--- config.mk ---
export PLATFORM = sky130hd
export DESIGN_NAME = multicycle_controller
export DESIGN_NICKNAME = d
export VERILOG_FILES = /design/src/rtl/multicycle_controller.sv
export SDC_FILE = /design/constraint.sdc
export NUM_CORES = 1
export LEC_CHECK = 0
export BUFFER_PORTS_ARGS = -buffer_cell sky130_fd_sc_hd__buf_4
export CAP_MARGIN = 20
export CORE_UTILIZATION = 50
export DETAILED_ROUTE_END_ITERATION = 8
export HOLD_SLACK_MARGIN = 0.02
export PLACE_DENSITY = 0.77
export SYNTH_ARGS = -nofsm -noshare
export SYNTH_HDL_FRONTEND = slang
export SYNTH_SLANG_ARGS = --single-unit
export TNS_END_PERCENT = 5
--- constraint.sdc ---
create_clock -name clk -period 2.6 [get_ports clk]
set_input_delay 0.39 -clock clk [delete_from_list [all_inputs] [get_ports clk]]
set_output_delay 0.39 -clock clk [all_outputs]
set_load 0.03 [all_outputs]
--- src/rtl/multicycle_controller.sv ---
// rtl/multicycle_controller.sv - RV32 multi-cycle sequencing controller (optional MULTICYCLE_PERF_CNT_EN perf counters)
module multicycle_controller #(
    parameter int MEM_TIMEOUT = 16
) (
    input  logic        clk,
    input  logic        reset,
    input  logic [6:0]  opcode,
    input  logic        mem_ready,
    output logic        pc_write,
    output logic        ir_write,
    output logic        mem_read,
    output logic        mem_write,
    output logic        mem2reg,
    output logic        alu_src,
    output logic        reg_write,
    output logic [1:0]  alu_op,
    output logic [2:0]  state,
    output logic        trap,
    output logic [1:0]  trap_cause
`ifdef MULTICYCLE_PERF_CNT_EN
    ,
    output logic [31:0] cycle_count,
    output logic [31:0] instr_retired
`endif
);

    typedef enum logic [2:0] {
        S_INIT   = 3'd0,
        S_FETCH  = 3'd1,
        S_DECODE = 3'd2,
        S_EXEC   = 3'd3,
        S_MEM    = 3'd4,
        S_WB     = 3'd5,
        S_TRAP   = 3'd6
    } state_t;

    localparam logic [6:0] OP_R     = 7'b0110011;
    localparam logic [6:0] OP_I     = 7'b0010011;
    localparam logic [6:0] OP_LOAD  = 7'b0000011;
    localparam logic [6:0] OP_STORE = 7'b0100011;

    localparam logic [7:0] TIMEOUT_LAST = 8'(MEM_TIMEOUT - 1);

    state_t      cur;
    state_t      nxt;
    logic [6:0]  opc_q;
    logic [6:0]  opc_n;
    logic [7:0]  tcnt;
    logic [7:0]  tcnt_n;
    logic [1:0]  cause_n;

    assign state = cur;

    // Next-state, opcode latch, MEM timeout counter and trap cause selection
    always_comb begin
        nxt     = cur;
        opc_n   = opc_q;
        tcnt_n  = tcnt;
        cause_n = trap_cause;
        case (cur)
            S_INIT:   nxt = S_FETCH;
            S_FETCH:  nxt = S_DECODE;
            S_DECODE: begin
                opc_n = opcode;
                if (opcode == OP_R || opcode == OP_I ||
                    opcode == OP_LOAD || opcode == OP_STORE) begin
                    nxt = S_EXEC;
                end else begin
                    nxt     = S_TRAP;
                    cause_n = 2'b01;
                end
            end
            S_EXEC: begin
                if (opc_q == OP_LOAD || opc_q == OP_STORE) begin
                    nxt    = S_MEM;
                    tcnt_n = 8'd0;
                end else begin
                    nxt = S_WB;
                end
            end
            S_MEM: begin
                // A late mem_ready on the final allowed cycle still completes the access
                if (mem_ready) begin
                    nxt = (opc_q == OP_STORE) ? S_FETCH : S_WB;
                end else if (tcnt == TIMEOUT_LAST) begin
                    nxt     = S_TRAP;
                    cause_n = 2'b10;
                end else begin
                    tcnt_n = tcnt + 8'd1;
                end
            end
            S_WB:     nxt = S_FETCH;
            S_TRAP:   nxt = S_TRAP;
            default:  nxt = S_INIT;
        endcase
    end

    // State register plus strobes registered from the state being entered
    always_ff @(posedge clk or posedge reset) begin
        if (reset) begin
            cur        <= S_INIT;
            opc_q      <= 7'd0;
            tcnt       <= 8'd0;
            trap_cause <= 2'b00;
            pc_write   <= 1'b0;
            ir_write   <= 1'b0;
            mem_read   <= 1'b0;
            mem_write  <= 1'b0;
            mem2reg    <= 1'b0;
            alu_src    <= 1'b0;
            reg_write  <= 1'b0;
            alu_op     <= 2'b00;
            trap       <= 1'b0;
        end else begin
            cur        <= nxt;
            opc_q      <= opc_n;
            tcnt       <= tcnt_n;
            trap_cause <= cause_n;
            pc_write   <= 1'b0;
            ir_write   <= 1'b0;
            mem_read   <= 1'b0;
            mem_write  <= 1'b0;
            mem2reg    <= 1'b0;
            alu_src    <= 1'b0;
            reg_write  <= 1'b0;
            alu_op     <= 2'b00;
            trap       <= 1'b0;
            case (nxt)
                S_FETCH: begin
                    pc_write <= 1'b1;
                    ir_write <= 1'b1;
                end
                S_EXEC, S_WB: begin
                    alu_src <= (opc_n != OP_R);
                    if (opc_n == OP_R)      alu_op <= 2'b10;
                    else if (opc_n == OP_I) alu_op <= 2'b11;
                    else                    alu_op <= 2'b00;
                    if (nxt == S_WB) begin
                        reg_write <= 1'b1;
                        mem2reg   <= (opc_n == OP_LOAD);
                    end
                end
                S_MEM: begin
                    alu_src   <= 1'b1;
                    mem_read  <= (opc_n == OP_LOAD);
                    mem_write <= (opc_n == OP_STORE);
                end
                S_TRAP:  trap <= 1'b1;
                default: ;
            endcase
        end
    end

`ifdef MULTICYCLE_PERF_CNT_EN
    // Cycle and retired-instruction counters, idle in INIT and frozen in TRAP
    always_ff @(posedge clk or posedge reset) begin
        if (reset) begin
            cycle_count   <= 32'd0;
            instr_retired <= 32'd0;
        end else begin
            if (cur != S_INIT && cur != S_TRAP) begin
                cycle_count <= cycle_count + 32'd1;
            end
            if ((cur == S_WB || cur == S_MEM) && nxt == S_FETCH) begin
                instr_retired <= instr_retired + 32'd1;
            end
        end
    end
`endif

endmodule

## Word level (Yosys, flattened, before mapping)

Index checks and enable logic that the tools add are counted.

- Bits of input ports: 10
- Output and inout port bits: 15
- Logic and storage cells: 79
- Register bits after elaboration: 29

- Reduce and logical (&&, ||, !) cells: 11
- Multiplexer cells: 27
- Equality and inequality tests: 28
- Add/sub/neg operators: 1

Operator list:

| operator | count |
|---|---|
| 7-bit by 6-bit == test with 1-bit output (second input constant) | 5 |
| 8-bit 2-to-1 mux | 3 |
| 7-bit by 2-bit == test with 1-bit output (second input constant) | 3 |
| 3-bit == test (second input constant) | 6 |
| 3-bit one-hot mux with 6 select lines | 1 |
| 8-bit one-hot mux with 2 select lines | 1 |
| 7-bit by 5-bit == test with 1-bit output (second input constant) | 2 |
| 2-bit 2-to-1 mux | 6 |
| 3-bit 2-to-1 mux | 4 |
| 2-bit inequality test (second input constant) | 5 |
| 3-bit by 2-bit == test with 1-bit output (second input constant) | 3 |
| 1-bit 2-to-1 mux | 9 |
| 8-bit by 1-bit adder with 8-bit output (second input constant) | 1 |
| 8-bit by 4-bit == test with 1-bit output (second input constant) | 1 |
| 4-bit AND reduction | 2 |
| 7-bit 2-to-1 mux | 1 |
| 7-bit by 6-bit inequality test with 1-bit output (second input constant) | 1 |
| 3-bit by 1-bit == test with 1-bit output (second input constant) | 2 |
| 1-bit logical OR | 4 |
| 2-bit one-hot mux with 2 select lines | 1 |
| 2-bit nonzero test | 2 |
| 2-bit OR reduction | 2 |
| 3-bit zero test | 1 |
| 1-bit one-hot mux with 2 select lines | 1 |

## Longest topological paths before layout

Gate-level depths: netlist of the first run.

- Depth in word-level cells: 9
- Gate-level depth with buffers: 7
- Depth with buffers taken out: 6

## Least setup slack after synthesis of the first run

Ideal clock, no wire load.

- Path kind: register to register
- Start: register cur[1], in the netlist state[1]
- End: register alu_src
- Data required time: 2475 ps
- Cell stages (with the launch flop): 7
- Path buffers: 1
- Arrival time: 1806 ps
- Slack: 669 ps
- Setup time: 125 ps
- Period minus slack after synthesis: 1931 ps
- Cells stage by stage: dfrtp_1 > buf_6 > nor3b_2 > mux2_2 > and4b_4 > and3_1 > o21ai_2

- Elaborated cells on any way between the ends: 18
- Classes of those cells: eq/ne (10); mux (5); reduce/logical (3)

RTL lines:

| element | line | text |
|---|---|---|
| from (decl) | 44 | `state_t cur;` |
| from (signal assigned) | 115 | `cur <= nxt;` |
| 3-bit by 2-bit == test with 1-bit output | 60 | `case (cur)` |
| 7-bit 2-to-1 mux | 60 |  |
| via opc_n[6] | 47 | `logic [6:0] opc_n;` |
| 7-bit by 6-bit inequality test with 1-bit output | 134 | `alu_src <= (opc_n != OP_R);` |
| 1-bit one-hot mux with 2 select lines | 128 | `case (nxt)` |
| to (signal assigned) | 134 |  |
| to (decl) | 14 | `output logic alu_src,` |

The timed path passes the listed nets, and every way through them passes these cells.
A chain may end at the register's enable or synchronous reset.

## Final worst setup path of the first run

Same ends and word-level chain as after synthesis.

==> results.md, run 1 <==
* Worst EP arrival at 2.21 ns
* Final setup fails at 0
* Ports at 25
* Pwr/cell area at 1075 nW/um2
* Rows at 19
* Post-Syn Area at 1441 um2
* Slew Viols, Final at 0
* Vias in the first global route at 1104
* Filler cell count at 208
* Crit-path cells: nor3b_2 > buf_4 > mux2_4 > and4b_4 > and3_1 > o21ai_2
* Worst Tran Pin Value at 0.4110 ns
* Starting Density at 52.72%
* Htree depth at 2
* 1st-iter DRT viols at 31
* Setup CP Type: flip-flop to flip-flop
* Area growth syn-to-layout at 20.49%
* # port buffers at 24
* Fmax at 512.2 MHz
* Overflow after GRT at 0
* YS warnings at 0
* Clock sinks at 29
* CTS tree: yes
* Post-cts resize count at 0
* CTS buffer count at 5
* First-pass detailed-route iteration total at 6
* Distinct cell type count after synthesis at 45
* Relative slew slack at 72.60%
* Yosys reg bits at 29
* Hold Fails Final Rpt at 0
* Main synth FF type: dfrtp_1
* Vias/cell at 5.719
* Root Driver: clkbuf_4
* Post-CTS Setup Bufs at 0
* Status: finished, final reports clean
* Die X at 55.69 um
* Post-DP HPWL at 2.084 mm
* CP delay by family, top: simple AND/OR/NAND/NOR gates
* Die Y at 55.69 um
* RSZ-0062 raised after global routing: false
* Hold Crit Class: primary input to async pin
* Tmin final at 1.952 ns
* Initial antenna violation count at 0
* WL/cell at 14.96 um
* Setup crit start kind: flip-flop
* Async S/R FF share, synth at 100.0%
* Crit path max fanout at 11
* Sum Neg Setup Slack at 0 ns
* Worst path bufs/invs at 1
* Core Footprint at 2734 um2
* Clock transition at the registers of the reported paths at 0.09 ns
* Aggregate global-route resource usage at 20.92%
* Mapped Cells at 130
* Final core occ at 63.52%
* CTS Buffer Depth at 2
* Final ANT Viol Nets at 0
* Fin Clk Skew at 0.005852 ns
* Die area at 3101 um2
* Post-synth EDFFs at 0
* Synthesized net count at 141
* Seq/Total Area, Yosys at 50.35%
* CP endpoint kind: flip-flop
* Antenna cells at 0
* First-pass GRT wire length at 4.954 mm
* Largest net degree at the start of global routing at 30
* Leakage power at 0.0007915 uW
* Final Cycle Share at 75.09%
* Req. time, crit path at 2.86 ns
* Clk_lat worst skew at 0.33 ns
* Slowest library cell on the worst path: dfrtp_1
* Post-Route WL at 2.873 mm
* Gp weighted congestion at 0.7988
* Hold buffer count at cts at 0
* Max rail drop VDD at 0.0009657 V
* Max cap viols at 0
* Nets at 171
* Syn_area_per_cell at 11.09 um2
* Remaining DRCs at 0
* DR vias at 1098
* Crit path largest cell delay at 0.55 ns
* Share of cells above drive strength 1 at 35.40%
## metrics by stage
stage               hold WS [ns]  setup slack (ns)  area [um2]  total power (uW)  std cells
floorplan                 0.4514            0.6687        1441              1296        130
global placement          0.4715            0.7127        1648              1452        184
detailed placement        0.4827            0.6744        1648              1483        184
CTS                       0.1244            0.6534        1737              1875        192
global route              0.1473            0.5728        1737              1965        192
finish                    0.1110            0.6476        1737              1867        192
## flip-flops by register name, indices dropped and copies added, names as in the netlist
name and flops:
alu_op 2, alu_src 1, ir_write 1, mem2reg 1, mem_read 1, mem_write 1
opc_q 7, reg_write 1, state 3, tcnt 8, trap 1, trap_cause 2
## metal layers
layer,share of wire [%],GRT usage [%],wire (um),vias up
met2,50,35.46,1448,33
met3,5.3,8.140,151,9
li1,-,-,-,527
met4,1.9,8.214,54,0
met5,0,0,0,-
met1,42,23.68,1219,529
## power by group
group          leakage (uW)  internal, uW  switching [uW]  total, uW
combinational      0.000373           349             445        793
clock             0.0000445           228             163        391
sequential         0.000374           572             110        682
total              0.000791          1150             717       1870
## cell usage after synthesis (2+ instances only)
cell type / count / share of area (%)
and3_1: 4 / 1.7
o21ai_0: 12 / 4.2
buf_6: 2 / 1.6
and2b_1: 2 / 1.0
o31ai_1: 2 / 1.0
mux2_4: 3 / 3.1
mux2_2: 5 / 3.9
nor3b_2: 2 / 1.7
a21oi_1: 3 / 1.0
nor3_2: 3 / 2.1
nand2b_1: 3 / 1.3
inv_1: 5 / 1.3
and2_1: 2 / 0.87
nor2_1: 14 / 3.6
dfrtp_1: 29 / 50
nand3_1: 3 / 1.0
nand2_1: 8 / 2.1
## cell usage in the layout, fill, tap and decap left out, drive strengths merged, types with 2 or more instances in the layout
cell / netlist / routed
nor4: 2 / 2
buf: 4 / 27
a21oi: 3 / 3
and2b: 2 / 2
nand2b: 4 / 4
o21ai: 13 / 13
inv: 5 / 5
mux2: 8 / 8
dfrtp: 29 / 29
clkbuf: 0 / 6
nand3: 3 / 3
and3: 4 / 4
a31oi: 2 / 2
o31ai: 2 / 2
nand2: 9 / 9
nor3: 4 / 4
nor2: 14 / 14
and2: 2 / 2
nor3b: 3 / 3
## area by class of cell
class | instances | area, um2 | area share (%)
sequential | 29 | 725.7 | 41.79
clock inverter | 2 | 37.54 | 2.161
timing repair buffer | 27 | 202.7 | 11.67
inverter | 5 | 18.77 | 1.081
multi-input combinational | 92 | 661.9 | 38.11
tap | 31 | 38.79 | 2.233
clock buffer | 6 | 51.30 | 2.954
## worst register-to-register path, delay by kind of cell (launching register included)
| kind | cells | cell delay, ns |
|---|---|---|
| flops | 1 | 0.55 |
| mux | 1 | 0.33 |
| simple gates | 3 | 0.68 |
| compound gates | 1 | 0.11 |
| buf+inv | 1 | 0.23 |
## cell families after synthesis
logic type	after synthesis	share of synthesized area (%)
simple gates	54	23.35
compound gates	29	14.67
flops	29	50.35
buf+inv	9	3.733
mux	8	7.031
fa+ha+maj	1	0.8679
## path summary, 6_finish.rpt
path                       startpoint        end  slack [ns]  cells after the start
max in group asynchronous       reset  alu_op[1]        2.22                      3
setup reg to reg             state[1]    alu_src        0.65                      6
hold / removal                  reset    tcnt[0]        0.11                      3
setup / recovery             state[1]    alu_src        0.65                      6
hold reg to reg               tcnt[3]    tcnt[3]        0.50                      1
min in group clk            opcode[1]   opc_q[1]        0.33                      2
Note: power is estimated with default switching activity, not from simulation.
==> run 2, diff against run 1 <==
==> constraint.sdc (replaced) <==
create_clock -name clk -period 2 [get_ports clk]
set_input_delay 0.3 -clock clk [delete_from_list [all_inputs] [get_ports clk]]
set_output_delay 0.3 -clock clk [all_outputs]
set_load 0.03 [all_outputs]
==> run 2 against run 1 <==
Utilization grew 0.41 points. Via count grew 1.4%. Design area grew 0.65%. Maximum frequency grew 7.9%. Largest power group unchanged. Critical path type unchanged. Critical endpoint unchanged. Clock power grew 28%.
==> results.md, run 2 (synthesis gave the netlist of run 1 again) <==
* Status: finished, final reports clean
* Die Y at 55.69 um
* Levels on crit path at 6
* Reg with most FFs: tcnt
* Vias in the first global route at 1115
* CTS tree: yes
* Slew Viols, Final at 0
* RSZ-0062 raised after global routing: false
* Final ANT Viol Nets at 0
* Leakage power at 0.0008025 uW
* 1st-iter DRT viols at 26
* Die X at 55.69 um
* Clock sinks at 29
* Antenna cells at 0
* Rows at 19
* # port buffers at 24
* Final Cycle Share at 90.51%
* Tmin final at 1.810 ns
* CP delay by family, top: compound AO/OA/AOI/OAI gates
* Hold_ws at 0.02316 ns
* Fin Clk Skew at 0.005875 ns
* Post-CTS Setup Bufs at 0
* Clk_lat worst skew at 0.34 ns
* Met2 routed wirelength at 1.547 mm
* First-pass detailed-route iteration total at 6
* Non-filler cells, final at 194
* Aggregate global-route resource usage at 22.17%
* WL/cell at 15.30 um
* Gp weighted congestion at 0.7879
* First-pass GRT wire length at 5.119 mm
* Worst path bufs/invs at 0
* Setup CP Type: flip-flop to flip-flop
* Hold buffer count at cts at 0
* Setup crit start kind: flip-flop
* Max cap viols at 0
* Max rail drop VDD at 0.0008843 V
* Share of cells above drive strength 1 at 35.58%
* CTS buffer count at 5
* Crit path max fanout at 5
* CTS Buffer Depth at 2
* Hold Fails Final Rpt at 0
* Nets at 173
* Initial antenna violation count at 0
* Core Footprint at 2734 um2
* R2R depth at 6
* Worst Tran Pin Value at 0.3985 ns
* Relative slew slack at 73.09%
* Sequential cell area at 725.7 um2
* Worst EP arrival at 2.03 ns
* Die area at 3101 um2
* Ports at 25
* R2r setup slk at 0.19 ns
* Sum Neg Setup Slack at 0 ns
* DR vias at 1113
* Slowest library cell on the worst path: dfrtp_1
* Remaining DRCs at 0
* Filler cell count at 226
* Largest net degree at the start of global routing at 30
* Placed instance count at 186
* Overflow after GRT at 0
* Pwr/cell area at 1408 nW/um2
* Most frequent cells in the layout: dfrtp_1 (29), buf_4 (29), nor2_1 (14)
* R2R Path Start: tcnt[0]
* Post-Route WL at 2.968 mm
* Hold Crit Class: primary input to async pin
* Max reg flops at 8
* CP endpoint kind: flip-flop
* Clock transition at the registers of the reported paths at 0.09 ns
* Critical R2R Capture: alu_src
* Area growth syn-to-layout at 21.27%
* Req. time, crit path at 2.22 ns
* Crit path largest cell delay at 0.41 ns
* Highest Signal Layer: met4
* Vias/cell at 5.737
* Multi-input logic area at 661.9 um2
* Htree depth at 2
* Crit-path cells: ha_1 > and3_1 > nand2_1 > o31a_1 > a31oi_2 > o21ai_2
* Met3 WL at 140 um
* Post-cts resize count at 0
* Final setup fails at 0
* Post-DP HPWL at 2.208 mm
* Met1 WL at 1.164 mm
* Root Driver: clkbuf_4
* Fmax at 552.4 MHz
* Starting Density at 52.72%
run 2: worst reg2reg max path, cell delays in order (launching register included):
cell and delay [ns]:
dfrtp_1 0.41, ha_1 0.21, and3_1 0.24, nand2_1 0.16, o31a_1 0.34, a31oi_2 0.25
o21ai_2 0.09
run 2: where the power goes:
group / internal (uW) / switching (uW)
clock network: 298 / 204
logic: 478 / 623
registers: 745 / 114
total: 1520 / 941
run 2: worst max path at each step:
stage / endpoint / from
after detailed placement: alu_op[0] / opcode[6]
after global placement: alu_op[0] / opcode[6]
after global routing: alu_src / tcnt[0]
after CTS: alu_src / tcnt[0]
final: alu_src / tcnt[0]
after floorplan: alu_src / state[1]
run 2: cell type report:
class / instances / area share (%)
flip-flops and latches: 29 / 41.52
multi-input cells: 92 / 37.87
well taps: 31 / 2.219
clock buffers: 7 / 3.150
clock inverters: 1 / 1.718
repair buffers: 29 / 12.46
inverters: 5 / 1.074
run 2: per-stage QoR:
step | worst slack (ns) | cell area [um2] | utilization [%] | power (uW)
finish | 0.1898 | 1748 | 63.94 | 2462
global route | 0.03792 | 1748 | 63.94 | 2604
CTS | 0.1891 | 1748 | 63.94 | 2481
detailed placement | 0.1957 | 1663 | 60.82 | 1972
global placement | 0.2160 | 1663 | 60.82 | 1919
floorplan | 0.06875 | 1441 | - | 1684
run 2: routing by layer:
layer / global-route usage [%] / vias to the layer above
li1: - / 530
met1: 25.50 / 533
met2: 35.97 / 37
met3: 6.279 / 13
met4: 14.64 / 0
met5: 0 / -
